<file path="src/rtl/cpu_pkg.sv">
// Shared CPU-wide constants and small helpers for the fetch front end.
package cpu_pkg;

    localparam int ADDR_W = 16;
    localparam int DATA_W = 8;

    localparam logic [ADDR_W-1:0] RESET_VECTOR_DEF = 16'h0000;

    // The decoder can retire at most two bytes; the illegal encoding 3 is clipped to 2.
    function automatic logic [1:0] clip_consume(input logic [1:0] c);
        return (c == 2'd3) ? 2'd2 : c;
    endfunction

endpackage

</file>
<file path="src/rtl/prefetch_fifo.sv">
// Circular byte buffer: one write port, a two-entry read window at the head,
// and a pop of 0..2 bytes per cycle. A flush empties the buffer in one cycle.
module prefetch_fifo
    import cpu_pkg::*;
#(
    parameter  int DEPTH = 4,
    localparam int PW    = $clog2(DEPTH),
    localparam int CW    = PW + 1
) (
    input  logic              clk,
    input  logic              rst_n,
    input  logic              flush_i,
    input  logic              wr_en_i,
    input  logic [DATA_W-1:0] wr_data_i,
    input  logic [1:0]        pop_i,
    output logic [DATA_W-1:0] rd_data0_o,
    output logic [DATA_W-1:0] rd_data1_o,
    output logic [CW-1:0]     count_o
);

    logic [DATA_W-1:0] mem_q [DEPTH];
    logic [PW-1:0]     head_q, head_d;
    logic [PW-1:0]     tail_q, tail_d;
    logic [CW-1:0]     count_q, count_d;

    // Pointer and occupancy update; DEPTH is a power of two so pointers wrap for free.
    always_comb begin
        head_d  = head_q + PW'(pop_i);
        tail_d  = tail_q + PW'(wr_en_i);
        count_d = count_q + CW'(wr_en_i) - CW'(pop_i);
        if (flush_i) begin
            head_d  = '0;
            tail_d  = '0;
            count_d = '0;
        end
    end

    // Control state only; reset discards the contents by clearing the pointers.
    always_ff @(posedge clk or negedge rst_n) begin
        if (!rst_n) begin
            head_q  <= '0;
            tail_q  <= '0;
            count_q <= '0;
        end else begin
            head_q  <= head_d;
            tail_q  <= tail_d;
            count_q <= count_d;
        end
    end

    // Byte storage is not reset; entries are only meaningful below count_q.
    always_ff @(posedge clk) begin
        if (wr_en_i && !flush_i) begin
            mem_q[tail_q] <= wr_data_i;
        end
    end

    assign rd_data0_o = mem_q[head_q];
    assign rd_data1_o = mem_q[head_q + PW'(1)];
    assign count_o    = count_q;

endmodule

</file>
<file path="src/rtl/prefetch_queue.sv">
// Instruction prefetch queue: fetches bytes from a combinational ROM into a
// small FIFO, tracks the PC of the head byte, and handles redirects and
// illegal consume requests.
module prefetch_queue
    import cpu_pkg::*;
#(
    parameter  int                DEPTH        = 4,
    parameter  logic [ADDR_W-1:0] RESET_VECTOR = RESET_VECTOR_DEF,
    localparam int                CW           = $clog2(DEPTH) + 1
) (
    input  logic              clk,
    input  logic              rst_n,
    output logic [ADDR_W-1:0] rom_addr,
    input  logic [DATA_W-1:0] rom_data,
    input  logic              fetch_en,
    input  logic              redirect_valid,
    input  logic [ADDR_W-1:0] redirect_addr,
    input  logic [1:0]        consume,
    output logic [CW-1:0]     q_count,
    output logic [DATA_W-1:0] q_byte0,
    output logic [DATA_W-1:0] q_byte1,
    output logic [ADDR_W-1:0] q_pc,
    output logic              protocol_err
);

    logic [ADDR_W-1:0] fetch_pc_q, fetch_pc_d;
    logic [ADDR_W-1:0] q_pc_q, q_pc_d;
    logic              perr_q, perr_d;

    logic [CW-1:0]     count;
    logic [1:0]        want;
    logic [1:0]        eff;
    logic [1:0]        pop;
    logic              fill;

    // Fill/consume arbitration; fullness is judged before this cycle's consume.
    always_comb begin
        want       = clip_consume(consume);
        eff        = (CW'(want) > count) ? 2'(count) : want;
        fill       = 1'b0;
        pop        = 2'd0;
        perr_d     = 1'b0;
        fetch_pc_d = fetch_pc_q;
        q_pc_d     = q_pc_q;
        if (redirect_valid) begin
            fetch_pc_d = redirect_addr;
            q_pc_d     = redirect_addr;
        end else begin
            fill       = fetch_en && (count < CW'(DEPTH));
            pop        = eff;
            perr_d     = (consume == 2'd3) || (CW'(consume) > count);
            fetch_pc_d = fetch_pc_q + ADDR_W'(fill);
            q_pc_d     = q_pc_q + ADDR_W'(eff);
        end
    end

    // PC and error-pulse registers.
    always_ff @(posedge clk or negedge rst_n) begin
        if (!rst_n) begin
            fetch_pc_q <= RESET_VECTOR;
            q_pc_q     <= RESET_VECTOR;
            perr_q     <= 1'b0;
        end else begin
            fetch_pc_q <= fetch_pc_d;
            q_pc_q     <= q_pc_d;
            perr_q     <= perr_d;
        end
    end

    prefetch_fifo #(
        .DEPTH (DEPTH)
    ) u_fifo (
        .clk        (clk),
        .rst_n      (rst_n),
        .flush_i    (redirect_valid),
        .wr_en_i    (fill),
        .wr_data_i  (rom_data),
        .pop_i      (pop),
        .rd_data0_o (q_byte0),
        .rd_data1_o (q_byte1),
        .count_o    (count)
    );

    assign rom_addr     = fetch_pc_q;
    assign q_count      = count;
    assign q_pc         = q_pc_q;
    assign protocol_err = perr_q;

endmodule

</file>
<file path="config.mk">
export PLATFORM = sky130hd
export DESIGN_NAME = prefetch_queue
export DESIGN_NICKNAME = d
export VERILOG_FILES = /design/src/rtl/cpu_pkg.sv /design/src/rtl/prefetch_fifo.sv /design/src/rtl/prefetch_queue.sv
export SDC_FILE = /design/constraint.sdc
export NUM_CORES = 1
export LEC_CHECK = 0
export CAP_MARGIN = 30
export CELL_PAD_IN_SITES_DETAIL_PLACEMENT = 1
export CELL_PAD_IN_SITES_GLOBAL_PLACEMENT = 2
export CORE_AREA = 2 2 133 83
export CTS_CLUSTER_DIAMETER = 50
export DETAILED_ROUTE_END_ITERATION = 8
export DIE_AREA = 0 0 135 85
export GPL_ROUTABILITY_DRIVEN = 0
export PLACE_DENSITY_LB_ADDON = 0.1
export SLEW_MARGIN = 20
export SYNTH_ARGS = -nofsm -noshare
export SYNTH_HDL_FRONTEND = slang
export SYNTH_SLANG_ARGS = --single-unit
</file>
<file path="constraint.sdc">
create_clock -name clk -period 4.3 [get_ports clk]
set_input_delay 0.43 -clock clk [delete_from_list [all_inputs] [get_ports clk]]
set_output_delay 0.43 -clock clk [all_outputs]
set_load 0.005 [all_outputs]
</file>
==> results.cfg <==
[timing]
finalCritPeriodShare_pct = 73.19
finalHoldViolCount = 0
fin_worst_skew_ns = 0.006001
period_needed_ns = 3.147
worst_pin_slew_ns = 0.8454
rsz0062_at_grt = false
finalSetupViolations = 0
setup_tns_ns = 0
fin_hold_ws_ns = 0.09807
slew_viol_final = 0
relSlewSlack_pct = 43.43
setup_slack_ns = 1.153
fmax_mhz = 317.8

[logic_synthesis]
synth_nets = 323
syn_inst = 278
yosys_warnings = 0
ys_seq_area_share_pct = 52.48
synth_area_per_cell_um2 = 13.45
yosysTopAreaCell = dfrtp_1
synthArstFlopShare_pct = 55.56
ys.flop_type = dfrtp_1
ys_ff_latch = 72
netlist_top_cells_area = dfrtp_1 (27%), edfxtp_1 (26%), mux4_2 (9.6%)
ys_top_cells_by_count = dfrtp_1 (40), edfxtp_1 (32), mux2_2 (21)
synth_top_area_share_pct = 26.77
yosys.cell_count.top_type = dfrtp_1
synth_edf_count = 32
syn_area_um2 = 3739
ys_types = 39

[clocking]
cts_inserted_buffers = 9
cts_tree = built
insertion_delay_ns = 0.34
cts.sinks = 72
cts-root-buf = clkbuf_16
hold_buffers = 0
clk_pin_slew_ns = 0.06
cts_resized = 0
htree_levels = 3
cts_setup_buffers = 0
cts_buffer_depth = 2

[setup_path]
timing.rr.start = u_fifo.count_o[1]$_DFF_PN0_
reg2reg_to = q_pc[12]$_DFF_PN0_
crit_path_end_kind = flop
criticalPathCategory = primary input to flop
required_ns = 4.52
cp-start-kind = primary input
rrSetupSlack_ns = 1.32
crit_fanout = 6
r2r_cells = 11
cp.arrival_ns = 3.37

[layout]
diodes = 0
utilization_pct = 48.70
nNetsFinal = 409
final_cell_area_um2 = 5019
drive_above_1_share_pct = 19.51
area_delta_synth_final_pct = 34.24
post_layout_nonfiller_instances = 508

[power_and_ir_drop]
finalPower_mw = 2.492
leakagePower_nw = 1.954
power.density_nw_per_um2 = 496.6
ir_drop_mv = 0.2323

[drt]
route.vias.total = 2515
post_drt_via_cell_ratio = 4.951
firstDrtPassIters = 4
drc = 0
wl_um = 9196
drt_iter0_markers = 111
antenna_left = 0
post_drt_wl_per_cell_um = 18.10

[floorplanning]
core_area_um2 = 10300
initial_core_util_pct = 36.28
die_h_um = 85
rows = 29
die_w_um = 135
dieArea_um2 = 11480
io-pin-count = 82

[global_routing]
grtUsageTotal_pct = 17.16
grt_pass1_wl_um = 14680
grt_max_degree = 33
grt_pass1_vias = 2668
overflow = 0
antenna_found_initial = 0

[flow_run]
max_cap_violations = 0

[placement]
dpl_worst_slack_ns = 0.7934
placed_cells = 491
hpwl_um = 6798
io_buffer_count = 81
dpl_cell_area_um2 = 4711

[hold_path]
hold_class = primary input to async pin

[outcome]
outcome = completed
==> critical path: stages <==
cell and delay (ns):
clkdlybuf4s50_1 0.50, nand2b_1 0.21, ha_1 0.29, a21oi_1 0.06, o21ai_1 0.13, mux2i_1 0.27
ha_1 0.25, fa_1 0.27, nand4_2 0.21, nor4_1 0.38, xor2_1 0.11, mux2_2 0.27
==> cell type report <==
class	count	area (um2)
clock inverter	7	55.05
multi-input combinational	178	1660
clock buffer	9	225.2
tap	139	173.9
timing repair buffer	86	878.3
sequential	72	1962
inverter	17	63.81
fill	1057	5286
==> layout by cell type (no fill, tap or decap), drive strengths merged, types with 8 or more instances in the layout <==
master and count:
a21oi 8, edfxtp 32, xnor2 9, ha 13, mux4 16, nor2b 12, nor4 9, clkdlybuf4s50 79
xor2 20, nand2 10, dfrtp 40, clkbuf 9, nor2 14, mux2 22, nand4 8, inv 19
==> kinds of logic (layout without fill, tap and decap cells) <==
kind of cell	count (synthesis)	in the layout	share of synthesized area [%]
AO/OA/AOI/OAI	18	18	2.878
XOR/XNOR	29	29	6.794
adder cells (fa/ha/maj)	15	15	5.422
buffers and inverters	28	119	3.112
flip-flops	72	72	52.48
multiplexers	41	41	17.07
AND/OR/NAND/NOR	75	75	12.25
==> metal layers <==
layer / wire length [um] / share of wire (%) / GRT usage (%) / up-vias
met4: 144 / 1.6 / 5.966 / 0
met3: 379 / 4.1 / 4.719 / 12
met1: 4977 / 54 / 26.29 / 1268
met5: 0 / 0 / 0 / -
li1: - / - / - / 1185
met2: 3695 / 40 / 23.12 / 50
==> where the power goes <==
part | internal, mW | switching (mW)
combinational | 0.522 | 0.325
clock | 0.395 | 0.310
sequential | 0.804 | 0.135
==> sequential cells by signal, summed over array words and instances (netlist names) <==
name            flops
protocol_err        1
q_pc               16
rom_addr           16
u_fifo.count_o      3
u_fifo.head_q       2
u_fifo.mem_q       32
u_fifo.tail_q       2
==> how the worst max path moves through the flow <==
| stage | startpoint | endpoint | slack [ns] |
|---|---|---|---|
| 5_1_grt | consume[1] | q_pc[14]$_DFF_PN0_ | 0.85 |
| 6_report | consume[1] | q_pc[12]$_DFF_PN0_ | 1.15 |
| 3_3_place_gp | consume[1] | q_pc[12]$_DFF_PN0_ | 0.84 |
| 3_5_place_dp | consume[1] | q_pc[12]$_DFF_PN0_ | 0.79 |
| 4_1_cts | consume[1] | q_pc[12]$_DFF_PN0_ | 1.15 |
| 2_1_floorplan | consume[1] | q_pc[15]$_DFF_PN0_ | 1.52 |
No activity file was read; power rests on OpenSTA's default activity.
